$ cat config.mk
export PLATFORM = sky130hd
export DESIGN_NAME = tetris_game_fsm
export DESIGN_NICKNAME = d
export VERILOG_FILES = /design/src/rtl/tetris_game_fsm.sv
export SDC_FILE = /design/constraint.sdc
export NUM_CORES = 1
export LEC_CHECK = 0
export BUFFER_PORTS_ARGS = -buffer_cell sky130_fd_sc_hd__buf_4
export CORE_UTILIZATION = 45
export DETAILED_ROUTE_END_ITERATION = 10
export HOLD_SLACK_MARGIN = 0.1
export PLACE_DENSITY = 0.76
export RECOVER_POWER = 100
export SLEW_MARGIN = 20
export SYNTH_ARGS = -nofsm -noshare
export SYNTH_HDL_FRONTEND = slang
export SYNTH_SLANG_ARGS = --single-unit
$ cat constraint.sdc
create_clock -name in_clka -period 4.8 [get_ports in_clka]
set_clock_uncertainty 0.05 [all_clocks]
set_input_delay 0.24 -clock in_clka [delete_from_list [all_inputs] [get_ports in_clka]]
set_output_delay 0.24 -clock in_clka [all_outputs]
set_load 0.005 [all_outputs]
$ cat src/rtl/tetris_game_fsm.sv
// Top-level game sequencer: idle/spawn/fall/clear/pause/over, with an internal gravity timer
// whose period shrinks with level, plus saturating line and level bookkeeping.
module tetris_game_fsm #(
  parameter int unsigned GRAV_W          = 16,
  parameter int unsigned GRAV_INIT       = 1000,
  parameter int unsigned GRAV_STEP       = 50,
  parameter int unsigned GRAV_MIN        = 100,
  parameter int unsigned LINES_PER_LEVEL = 10,
  parameter int unsigned LEVEL_W         = 4,
  parameter int unsigned LINES_W         = 10
) (
  input  logic               in_clka,
  input  logic               restart,
  input  logic               start,
  input  logic               pause,
  input  logic               placed,
  input  logic               game_over,
  input  logic               clear_done,
  input  logic [2:0]         lines_cleared,
  output logic [2:0]         state,
  output logic               spawn_req,
  output logic               drop_tick,
  output logic               clear_req,
  output logic [LEVEL_W-1:0] level,
  output logic [LINES_W-1:0] line_count
);

  localparam int unsigned PW    = GRAV_W + LEVEL_W;
  localparam int unsigned REM_W = $clog2(LINES_PER_LEVEL + 4);

  typedef enum logic [2:0] {
    StIdle   = 3'd0,
    StSpawn  = 3'd1,
    StFall   = 3'd2,
    StClear  = 3'd3,
    StOver   = 3'd4,
    StPaused = 3'd5
  } state_e;

  state_e             state_q, state_d;
  logic [GRAV_W-1:0]  cnt_q, cnt_d;
  logic [LEVEL_W-1:0] level_q, level_d;
  logic [LINES_W-1:0] lines_q, lines_d;
  logic [REM_W-1:0]   rem_q, rem_d, rem_sum;
  logic               tick_q, tick_d, spawn_q, clear_q;
  logic [PW-1:0]      dec_w, period_w;
  logic [LINES_W:0]   line_sum;
  logic [2:0]         add_w;
  logic               wrap, lvl_up;

  // Wide arithmetic so a large level never wraps the period below the floor.
  always_comb begin : p_period
    dec_w = PW'(level_q) * PW'(GRAV_STEP);
    if (dec_w >= PW'(GRAV_INIT) || (PW'(GRAV_INIT) - dec_w) < PW'(GRAV_MIN)) begin
      period_w = PW'(GRAV_MIN);
    end else begin
      period_w = PW'(GRAV_INIT) - dec_w;
    end
    wrap = (PW'(cnt_q) == period_w - PW'(1));
  end

  always_comb begin : p_counts
    add_w    = (lines_cleared > 3'd4) ? 3'd4 : lines_cleared;
    line_sum = {1'b0, lines_q} + (LINES_W + 1)'(add_w);
    rem_sum  = rem_q + REM_W'(add_w);
    lvl_up   = (rem_sum >= REM_W'(LINES_PER_LEVEL));
  end

  always_comb begin : p_next
    state_d = state_q;
    cnt_d   = cnt_q;
    tick_d  = 1'b0;
    level_d = level_q;
    lines_d = lines_q;
    rem_d   = rem_q;
    case (state_q)
      StIdle: begin
        if (start) state_d = StSpawn;
      end
      StSpawn: begin
        if (game_over) begin
          state_d = StOver;
        end else begin
          state_d = StFall;
          cnt_d   = '0;
        end
      end
      StFall: begin
        if (game_over) begin
          state_d = StOver;
        end else if (placed) begin
          state_d = StClear;
        end else if (pause) begin
          state_d = StPaused;
        end else if (wrap) begin
          cnt_d  = '0;
          tick_d = 1'b1;
        end else begin
          cnt_d = cnt_q + GRAV_W'(1);
        end
      end
      StPaused: begin
        if (pause) state_d = StFall;
      end
      StClear: begin
        if (game_over) begin
          state_d = StOver;
        end else if (clear_done) begin
          state_d = StSpawn;
          lines_d = line_sum[LINES_W] ? '1 : line_sum[LINES_W-1:0];
          rem_d   = lvl_up ? rem_sum - REM_W'(LINES_PER_LEVEL) : rem_sum;
          if (lvl_up && level_q != '1) level_d = level_q + LEVEL_W'(1);
        end
      end
      StOver: ;
      default: state_d = StIdle;
    endcase
  end

  always_ff @(posedge in_clka) begin
    if (restart) begin
      state_q <= StIdle;
      cnt_q   <= '0;
      level_q <= '0;
      lines_q <= '0;
      rem_q   <= '0;
      tick_q  <= 1'b0;
      spawn_q <= 1'b0;
      clear_q <= 1'b0;
    end else begin
      state_q <= state_d;
      cnt_q   <= cnt_d;
      level_q <= level_d;
      lines_q <= lines_d;
      rem_q   <= rem_d;
      tick_q  <= tick_d;
      spawn_q <= (state_d == StSpawn);
      clear_q <= (state_d == StClear);
    end
  end

  assign state      = state_q;
  assign spawn_req  = spawn_q;
  assign drop_tick  = tick_q;
  assign clear_req  = clear_q;
  assign level      = level_q;
  assign line_count = lines_q;

endmodule

==> impl_metrics.yaml <==
worst_setup_path:
  cp_max_fo: 7
  end_kind: "register"
  crit_type: "register to register"
  cp.arrival_ns: 4.74
  cp.required_ns: 4.93
  worst-path-buf-inv: 4
  worst_setup_path_start_kind: "register"
  slowest_delay_ns: 0.44
  cp_slowest_cell: "fa_2"
  crit_family: "compound AO/OA/AOI/OAI gates"
  path_cells: "buf_4 -> ha_1 -> ha_4 -> inv_1 -> fa_2 -> nand2b_1 -> buf_4 -> o21bai_1 -> o21ai_1 -> o221ai_4 -> and2b_2 -> ha_1 -> xor2_1 -> nand4b_1 -> a2111oi_2 -> nand4_1 -> o31ai_4 -> clkbuf_2 -> nor3b_1 -> a21o_1"
power_and_ir_drop:
  p_sw_w: 0.000149
  power_leakage_nw: 1.63
  power_density_nw_per_um2: 177
  switching_share_pct: 21.6
  p_clk_share_pct: 43.4
  intPower_w: 0.000540
  combPwrFrac_pct: 7.2
  peakVddDrop_mv: 0.165
  share_seq_of_total_power_pct: 49.4
clock_network:
  cts_sinks: 40
  cts.clk_slew.worst_paths_ns: 0.08
  cts-htree-levels: 2
  cts-root-buf: "clkbuf_8"
  clock_path_buffers: 2
  cts_tree: "yes"
  insertion_delay_ns: 0.29
  numCtsBuffers: 5
synth:
  synth-simple-area-share_pct: 27.1
  synth.cell_area_um2: 3350
  synth-main-ff-cell: "dfxtp_1"
  ys_seq_area_share_pct: 23.9
  synth.avg_cell_area_um2: 8.09
  yosysTopAreaCell: "dfxtp_1"
  ys_async_sr_fraction_pct: 0
  synth_top_area_share_pct: 23.9
  synthMuxAreaShare_pct: 2.73
  syn-num-nets: 448
  synth_edf_count: 0
  ys_seq_elements: 40
  synth-xor-area-share_pct: 8.74
  synth.most_common_cell: "nor2_1"
  ys_warn_count: 0
  synthTopCellsByCount: "nor2_1 (45), dfxtp_1 (40), nand2_1 (33), a21oi_1 (27), ha_1 (21)"
  yosysUniqueCellTypes: 62
  synth-compound-area-share_pct: 21.4
  synth_area_leaders: "dfxtp_1 (24%), ha_1 (7.8%), nor2_1 (5.0%), xnor2_1 (4.7%), a21oi_1 (4.0%)"
  synthAdderAreaFrac_pct: 9.63
  synth_top_family_by_area: "simple AND/OR/NAND/NOR gates"
  synth_cells: 414
grt:
  grt_pass1_vias: 2750
  grt_max_degree: 37
  overflow: 0
  antenna_found_initial: 0
  grt_first_pass_wirelength_um: 12500
  grt_use_total_pct: 19.9
timing:
  worst_slew_pin_slew_ns: 0.704
  drv_slew: 0
  fin_crit_sh_pct: 95.9
  relSlewSlack_pct: 53.1
  setup-violations-final: 0
  hold_violations: 0
  finalCriticalPeriod_ns: 4.60
  setup_tns_ns: 0
  fmax_mhz: 217
finish:
  final_area_um2: 3900
  area_delta_synth_final_pct: 16.5
  drive_gt1_share_pct: 19.7
  num_antenna_cells: 0
  final_nets: 480
  fillCellCount: 703
run:
  drv_cap: 0
placement:
  placed_area_um2: 3670
  place_hpwl_um: 5440
  port_buffers: 29
  place_congestion: 0.924
route:
  ant_nets: 0
  wl_um: 7470
  wl_per_cell_um: 13.7
  drc_errors: 0
  avgViaCountPerCell: 5.60
  vias: 3056
  drtIter0Drc: 201
  firstDrtPassIters: 4
floorplan:
  rows: 31
  die_x_um: 88.3
  die_h_um: 88.3
  core_area_um2: 7210
  initial_core_util_pct: 46.4
  die_area_um2: 7800
  num_io_pins: 30
run_status:
  status: "finished, final reports clean"
min_path:
  hold_class: "primary input to register"
flip-flops by register name (all words and copies together) (netlist names):
signal / count
clear_req: 1
spawn_req: 1
cnt_q: 16
state: 3
drop_tick: 1
level: 4
rem_q: 4
line_count: 10
timing repair:
item / in CTS / in global routing
hold buffers: 0 / 0
gates cloned: 0 / 1
pin swaps: 0 / 5
buffers inserted: 0 / 2
endpoints found under the setup margin: 1 / 11
resized for setup: 1 / 17
per-stage QoR:
stage               cells  util, %  total power [W]  setup slack, ns  hold WS [ns]
floorplan             414        -         0.000382           0.0209         0.391
global placement      535     50.9         0.000396            0.125         0.398
detailed placement    535     50.9         0.000397          -0.0250         0.414
CTS                   543     52.8         0.000692          0.00124         0.294
global route          546     54.1         0.000713         -0.00922         0.324
finish                546     54.1         0.000689            0.198         0.297
worst paths after layout:
kind	startpoint	to	slack [ns]	cells after the start
setup reg to reg	level[0]	cnt_q[2]	0.20	20
hold reg to reg	rem_q[0]	rem_q[0]	0.42	2
hold / removal	restart	line_count[9]	0.30	2
setup / recovery	level[0]	cnt_q[2]	0.20	20
cells by family after synthesis:
group	count (synthesis)
buffers and inverters	35
AND/OR/NAND/NOR	171
adder cells (fa/ha/maj)	24
multiplexers	9
XOR/XNOR	31
AO/OA/AOI/OAI	104
flip-flops	40
power by group through the flow:
stage | clock network, W | registers [W] | logic, W
2_1_floorplan | 0 | 0.000344 | 0.0000377
3_3_place_gp | 0 | 0.000348 | 0.0000479
3_5_place_dp | 0 | 0.000348 | 0.0000494
4_1_cts | 0.000301 | 0.000340 | 0.0000500
5_1_grt | 0.000316 | 0.000341 | 0.0000559
6_report | 0.000299 | 0.000340 | 0.0000498
layer usage:
| metal | share of wire [%] | up-vias | routed length, µm | track usage [%] |
|---|---|---|---|---|
| li1 | - | 1553 | - | - |
| met1 | 47 | 1447 | 3530 | 26.8 |
| met2 | 49 | 49 | 3630 | 33.6 |
| met3 | 3.1 | 7 | 233 | 3.64 |
| met4 | 0.86 | 0 | 64 | 3.81 |
| met5 | 0 | - | 0 | 0 |
cell usage in the layout (no fill, tap or decap), types with 15 or more instances in the layout:
cell type,count
nor2_1,44
dfxtp_1,38
nand2_1,32
a21oi_1,26
buf_4,25
nand3_1,18
ha_1,18
xnor2_1,17
clkbuf_4,16
o21ai_0,15
worst register-to-register path: stages (launching register included):
cell       delay (ns)
dfxtp_4          0.34
buf_4            0.16
ha_1             0.23
ha_4             0.18
inv_1            0.08
fa_2             0.44
nand2b_1         0.22
buf_4            0.17
o21bai_1         0.15
o21ai_1          0.28
o221ai_4         0.18
and2b_2          0.23
ha_1             0.30
xor2_1           0.18
nand4b_1         0.14
a2111oi_2        0.24
nand4_1          0.19
o31ai_4          0.28
clkbuf_2         0.23
nor3b_1          0.07
a21o_1           0.16
area by class of cell:
type	instances	area, µm²	share of cell area, %
well taps	99	124	3.17
multi-input cells	339	2460	63.0
repair buffers	46	335	8.59
clock buffers	7	96.3	2.47
clock inverters	1	30.0	0.769
flip-flops and latches	40	806	20.6
inverters	14	52.6	1.35
Note: power is estimated with default switching activity, not from simulation.
